--- config.mk ---
export PLATFORM = sky130hd
export DESIGN_NAME = store_buffer
export DESIGN_NICKNAME = d
export VERILOG_FILES = /design/src/rtl/store_buffer.sv
export SDC_FILE = /design/constraint.sdc
export NUM_CORES = 1
export LEC_CHECK = 0
export BUFFER_PORTS_ARGS = -buffer_cell sky130_fd_sc_hd__buf_4
export CAP_MARGIN = 0
export CELL_PAD_IN_SITES_DETAIL_PLACEMENT = 2
export CELL_PAD_IN_SITES_GLOBAL_PLACEMENT = 2
export CORE_MARGIN = 8
export CORE_UTILIZATION = 40
export DETAILED_ROUTE_END_ITERATION = 8
export MAX_ROUTING_LAYER = met4
export PLACE_DENSITY = 0.85
export RECOVER_POWER = 100
export SLEW_MARGIN = 25
export SYNTH_ARGS = -nofsm -noshare
export SYNTH_HDL_FRONTEND = slang
export SYNTH_SLANG_ARGS = --single-unit
--- constraint.sdc ---
create_clock -name clk -period 6.32 [get_ports clk]
set_input_delay 0.948 -clock clk [delete_from_list [all_inputs] [get_ports clk]]
set_output_delay 0.948 -clock clk [all_outputs]
set_load 0.01 [all_outputs]
--- src/rtl/store_buffer.sv ---
// store_buffer: DEPTH-entry posted-write FIFO that drains into a full-word data_memory by read-modify-write.
// Define STORE_BUF_FWD_EN to forward pending store bytes to loads; otherwise matching loads wait for drain.
module store_buffer #(
  parameter int DEPTH = 4,
  parameter int AW    = 32
) (
  input  logic          clk,
  input  logic          reset,
  input  logic          st_valid,
  output logic          st_ready,
  input  logic [AW-1:0] st_addr,
  input  logic [31:0]   st_data,
  input  logic [3:0]    st_be,
  input  logic          ld_valid,
  input  logic [AW-1:0] ld_addr,
  output logic          ld_ready,
  output logic [31:0]   ld_data,
  output logic [31:0]   mem_A,
  output logic [31:0]   mem_WD,
  output logic          mem_WE,
  input  logic [31:0]   mem_RD,
  output logic          empty
);
  localparam int PW = (DEPTH > 1) ? $clog2(DEPTH) : 1;
  localparam int CW = PW + 1;
  localparam int WW = AW - 2;

  logic [DEPTH-1:0] valid_q;
  logic [WW-1:0]    word_q [DEPTH];
  logic [31:0]      data_q [DEPTH];
  logic [3:0]       be_q   [DEPTH];
  logic [PW-1:0]    head_q;
  logic [PW-1:0]    tail_q;
  logic [CW-1:0]    count_q;
  logic             alive_q;

  logic [DEPTH-1:0] valid_d;
  logic [PW-1:0]    head_d;
  logic [PW-1:0]    tail_d;
  logic [CW-1:0]    count_d;

  logic [PW-1:0]    slot_s [DEPTH];
  logic             hit_s;
  logic [WW-1:0]    ld_word_s;
  logic [31:0]      ld_word_data_s;
  logic [31:0]      drain_wd_s;
  logic             full_s;
  logic             push_s;
  logic             ld_ok_s;
  logic             drain_s;
`ifndef STORE_BUF_FWD_EN
  logic             ld_match_s;
`endif

  // Byte offsets are ignored: everything here is word-granular
  logic unused_s;
  assign unused_s = ^{st_addr[1:0], ld_addr[1:0]};

  // Scan pending entries oldest to youngest so the youngest matching byte wins
  always_comb begin
    ld_word_s      = ld_addr[AW-1:2];
    hit_s          = 1'b0;
    ld_word_data_s = mem_RD;
`ifndef STORE_BUF_FWD_EN
    ld_match_s     = 1'b0;
`endif
    for (int i = 0; i < DEPTH; i++) begin
      slot_s[i] = head_q + PW'(i);
      hit_s     = (CW'(i) < count_q) && valid_q[slot_s[i]] &&
                  (word_q[slot_s[i]] == ld_word_s);
`ifdef STORE_BUF_FWD_EN
      for (int k = 0; k < 4; k++) begin
        ld_word_data_s[8*k +: 8] = (hit_s && be_q[slot_s[i]][k]) ?
                                   data_q[slot_s[i]][8*k +: 8] : ld_word_data_s[8*k +: 8];
      end
`else
      ld_match_s = ld_match_s || hit_s;
`endif
    end
  end

  // Port arbitration: full buffer drains first, then loads, then background drain
  always_comb begin
    full_s   = (count_q == CW'(DEPTH));
    st_ready = alive_q && !full_s;
    push_s   = st_valid && st_ready && (st_be != 4'b0000);
`ifdef STORE_BUF_FWD_EN
    ld_ok_s  = ld_valid && !full_s;
`else
    ld_ok_s  = ld_valid && !full_s && !ld_match_s;
`endif
    drain_s  = !ld_ok_s && (count_q != CW'(0));

    for (int k = 0; k < 4; k++) begin
      drain_wd_s[8*k +: 8] = be_q[head_q][k] ? data_q[head_q][8*k +: 8] : mem_RD[8*k +: 8];
    end

    ld_ready = ld_ok_s;
    ld_data  = ld_ok_s ? ld_word_data_s : 32'h0000_0000;
    mem_WE   = drain_s;
    mem_WD   = drain_s ? drain_wd_s : 32'h0000_0000;
    if (drain_s) begin
      mem_A = 32'(word_q[head_q]);
    end else if (ld_ok_s) begin
      mem_A = 32'(ld_word_s);
    end else begin
      mem_A = 32'h0000_0000;
    end
    empty = (count_q == CW'(0));

    for (int j = 0; j < DEPTH; j++) begin
      valid_d[j] = (push_s && (tail_q == PW'(j))) ? 1'b1 :
                   (drain_s && (head_q == PW'(j))) ? 1'b0 : valid_q[j];
    end
    head_d  = drain_s ? head_q + PW'(1) : head_q;
    tail_d  = push_s  ? tail_q + PW'(1) : tail_q;
    count_d = count_q + CW'(push_s) - CW'(drain_s);
  end

  // Control state; reset drops every pending entry without touching memory
  always_ff @(posedge clk or negedge reset) begin
    if (!reset) begin
      valid_q <= '0;
      head_q  <= '0;
      tail_q  <= '0;
      count_q <= '0;
      alive_q <= 1'b0;
    end else begin
      valid_q <= valid_d;
      head_q  <= head_d;
      tail_q  <= tail_d;
      count_q <= count_d;
      alive_q <= 1'b1;
    end
  end

  // Entry payload; only meaningful while the matching valid bit is set
  always_ff @(posedge clk) begin
    if (push_s) begin
      word_q[tail_q] <= st_addr[AW-1:2];
      data_q[tail_q] <= st_data;
      be_q[tail_q]   <= st_be;
    end
  end

endmodule

After elaboration in Yosys (flattened, before gate mapping)
Memories as Yosys holds them, arrays and structs flattened.
Cells that the tools add are included.
Widths: inputs -> output; s select.
- bits in registers: 12
- input bits: 136
- word-level logic and storage cells: 99
- RAM bits: 264
- memories kept: 3
- eq/ne operators: 11
- reductions and logical operators: 37
- order comparisons: 8
- add/subtract/negate cells: 6
- multiplexer cells: 26
- memory list (memory ; depth ; bits a word ; rd ports ; clocked after Yosys merged registers in ; wr ports ; line ; text):
    data_q ; 4 ; 32 ; 1 ; 0 ; 1 ; 30 ; logic [31:0] data_q [DEPTH];
    word_q ; 4 ; 30 ; 4 ; 0 ; 1 ; 29 ; logic [WW-1:0] word_q [DEPTH];
    be_q ; 4 ; 4 ; 1 ; 0 ; 1 ; 31 ; logic [3:0] be_q [DEPTH];
- operators with widths (operator ; number):
    $eq 30x30->1 ; 4
    $mux 32 ; 2
    $mux 30 ; 2
    $mux 8 ; 4
    $logic_and 1x1->1 ; 22
    $mux 1 ; 14
    $lt 2x3->1 const B ; 4
    $bmux 1 s2 ; 4
    $eq 2x2->1 const B ; 4
    $reduce_bool 2->1 ; 4
    $lt 1x3->1 const A ; 2
    $lt 2x3->1 const A ; 2
    $add 2x1->2 const B ; 2
    $add 2x2->2 const B ; 2
    $eq 2x1->1 const B ; 2
    $logic_not 2->1 ; 2
    $reduce_bool 4->1 ; 1
    $add 3x1->3 ; 1
    $eq 3x3->1 const B ; 1
    $logic_not 1->1 ; 3
    $logic_not 3->1 ; 1
    $logic_or 1x1->1 ; 3
    $reduce_bool 3->1 ; 1
    $sub 3x1->3 ; 1

Logic depth before layout (Yosys ltp)
- depth in word-level cells: 15
- mapped depth: 26

Worst setup path before layout
Ideal clock, no wire load.
- path kind: register to register
- start point: reg head_q[0]
- end point: reg count_q[2]
- period minus slack after synthesis: 5.059 ns
- arrival: 4.938 ns
- path buffers: 8
- setup time: 0.122 ns
- stages on the path, launching flop included: 25
- data required time: 6.198 ns
- setup slack: 1.261 ns
- cell sequence: dfrtp_1 > buf_6 > buf_8 > buf_6 > inv_1 > buf_2 > clkbuf_1 > ha_1 > buf_4 > buf_2 > mux4_2 > xnor2_1 > nor4_1 > and3_1 > nand4_1 > o21ai_2 > o31ai_2 > buf_2 > inv_1 > ha_1 > inv_1 > ha_1 > inv_1 > fa_1 > xor2_1
- RTL lines (what ; line ; text):
    start: declaration ; 32 ; logic [PW-1:0] head_q;
    start signal: assignment ; 124 ; head_q <= '0;
    start signal: assignment ; 130 ; head_q <= head_d;
    end signal: assignment ; 132 ; count_q <= count_d;
    end: declaration ; 34 ; logic [CW-1:0] count_q;

==> summary.txt <==
global-route wire length before repair = 78100 um
Port Buf Inserts = 229
standard-cell rows = 73
post-synthesis compound-gate area fraction = 0.0444
Post-Synth XOR/XNOR Area = 0.0574
min cycle time layout = 6.07 ns
total number of yosys warnings = 0
CTS Buf Count = 31
area grow syn2layout = 15.8%
CP endpoint kind = primary output
clk_lat worst skew = 0.57 ns
GP Congestion = 0.904
top fanout value on the critical path = 51
Worst Path Arrival = 5.13 ns
Leak = 6.44 nW
syn_area_per_cell = 14.8 sq um
DRC errors left = 0
DRT Pass-1 Iters = 5
slew margin rel. = -0.940
Worst-Margin Slew = 2.91 ns
commonest non-fill, non-tap cell in the layout = edfxtp_1
fin nets = 1429
post-route setup TNS = 0 ns
vias in the first global route = 12000
total power = 8.83 mW
total core area = 39500 sq um
fraction of registers with async set/reset = 0.0435
Num Clock Sinks = 276
crit path cell chain = inv_1 > ha_4 > buf_4 > mux4_2 > xnor2_1 > nand4_1 > nor4_1 > nand4_1 > o21ai_2 > nor3_4 > buf_4 > mux2_1 > clkbuf_2
Iter 0 DRT Violations = 673
Post-synth EDFFs = 264
die area = 46300 sq um
CTS clk-pin slew, worst paths = 0.06 ns
commonest cells after routing, fill and taps aside = 264 x edfxtp_1, 151 x clkbuf_1, 132 x mux2i_1
Yosys cell types = 61
CTS tree = yes
post-route ant nets = 0
type of origin of the critical path = flop
fillers = 3909
largest net degree at the start of global routing = 122
Yosys reg bits = 276
# setup viols final = 0
sequential share of the synthesized area = 0.519
post-DP HPWL = 36800 um
total global-route track usage = 0.225
Ports = 236
Worst Path Buf+Inv = 4
Post-Synth Simple-Gate Area = 0.0616
final period utilization = 0.961
main combinational cell family by area after synthesis = multiplexers
Post-Synth Adder-Cell Area = 0.0107
Synth Flop Type = edfxtp_1
# H-tree levels = 1
crit-path max cell delay = 0.62 ns
type of the worst setup path = reg2out
CP max-delay cell = ha_4
hold buffer count at CTS = 0
Crit path max-delay family = buffers and inverters
Initial Utilization = 0.402
Reg2Reg Setup Slack = 1.01 ns
Die X = 215 um
maximum vdd drop = 0.000305 V
Fin. Hold Viols = 0
die span in y = 215 um
DR WL/cell = 28.4 um
root buffer cell = clkbuf_16
Mapped Cells = 1074
post-synthesis mux area share = 0.266
pwr dens = 480 nW/um^2
WL final = 52100 um
Inst Count DP = 1772
Max Fclk = 0.165 GHz
via/cell ratio = 5.84
Overflow after GRT = 0
Longest Clk Path Bufs = 3
CP Data Required Time = 5.37 ns
CTS resizes = 0
fin util = 0.466
Finished Layout Cells = 1831
# Post-CTS Setup Buffers = 0
max-slew violations = 163
Post-Synthesis Cell Area = 15900 sq um
failing checks = max-capacitance violations, max-slew violations
via count = 10700
run status = complete, but fails checks
Layout Skew = 0.00941 ns
share of cells above drive strength 1 = 0.220
setup repair after global routing missed its margin = false
Max-Cap Viols = 4
Tightest Hold Check Type = in2async
initial antenna violation count = 4
-- Yosys cell counts (4+ instances only) --
cell,n,area (sq um)
o22a_1,4,35.0
buf_6,11,124
edfxtp_1,264,7930
xnor2_1,95,832
buf_2,18,90.1
nor4_1,12,75.1
clkbuf_1,22,82.6
a31oi_1,4,25.0
nor2_1,43,161
inv_1,42,158
mux2_2,14,158
mux4_2,119,2680
and3_1,8,50.1
mux2i_1,132,1320
o22ai_1,8,50.1
xor2_1,9,78.8
clkinv_1,4,15.0
mux2_1,6,67.6
buf_4,17,128
dfrtp_1,12,300
nor2b_1,5,31.3
a21oi_1,13,65.1
buf_1,4,15.0
ha_1,12,150
and2_1,38,238
a22oi_1,4,30.0
a2bb2oi_1,5,43.8
a211oi_1,4,30.0
o211ai_1,9,67.6
nand2_1,58,218
o21ai_0,13,65.1
a222oi_1,5,50.1
nand4_1,13,81.3
-- routing by layer --
layer  wire length (um)  vias to the layer above  global-route usage
met5                  0                        -                   -
met4               1290                        0              0.0549
met3               2950                       70              0.0389
met2              26100                      356               0.383
met1              21700                     5647               0.279
li1                   -                     4619                   -
-- report_power, final --
group	switching [mW]	internal [mW]	leakage (nW)	total, mW
registers	0.128	2.24	2.54	2.37
logic	2.66	2.11	3.45	4.76
clock network	0.720	0.971	0.459	1.69
total	3.50	5.32	6.44	8.83
-- kinds of logic (layout without fill, tap and decap cells) --
| kind of cell | count (synthesis) | count (layout) |
|---|---|---|
| flip-flops | 276 | 276 |
| multiplexers | 271 | 271 |
| AND/OR/NAND/NOR | 193 | 193 |
| buffers and inverters | 120 | 347 |
| XOR/XNOR | 104 | 104 |
| AO/OA/AOI/OAI | 95 | 95 |
| adder cells (fa/ha/maj) | 13 | 13 |
| other | 2 | 7 |
-- sequential cells by signal (all words and copies together) (netlist names) --
register / flops
alive_q: 1
count_q: 3
tail_q: 2
valid_q: 4
be_q: 16
word_q: 120
data_q: 128
head_q: 2
-- stage by stage --
step / instance area [sq um] / setup slack [ns] / hold slack, ns
after floorplan: 15900 / 1.26 / 0.501
after global placement: 18000 / 0.921 / 0.535
after detailed placement: 18000 / 0.872 / 0.567
after CTS: 18900 / 0.232 / 0.185
after global routing: 18400 / 0.0882 / 0.442
final: 18400 / 0.246 / 0.402
-- final cells by class --
type                            instances  area, sq um  area share
Clock inverter                         12         86.3     0.00470
Multi-Input combinational cell        679         7010       0.382
Timing Repair Buffer                  246         1350      0.0735
Sequential cell                       276         8240       0.448
Inverter                               46          173     0.00940
Antenna cell                            4         10.0    0.000545
Tap cell                              525          657      0.0357
Clock buffer                           43          851      0.0463
-- final timing paths --
| path | from | to | cells after the start |
|---|---|---|---|
| worst max register to register | head_q[1]$_DFFE_PN0P_ | count_q[2]$_DFF_PN0_ | 18 |
| max in group asynchronous | reset | head_q[0]$_DFFE_PN0P_ | 1 |
| worst min register to register | count_q[0]$_DFF_PN0_ | count_q[0]$_DFF_PN0_ | 1 |
| worst min-delay path | reset | count_q[0]$_DFF_PN0_ | 1 |
| min in group clk | count_q[0]$_DFF_PN0_ | count_q[0]$_DFF_PN0_ | 1 |
| worst max-delay path | head_q[1]$_DFFE_PN0P_ | mem_A[22] | 13 |
Note: power is estimated with default switching activity, not from simulation.
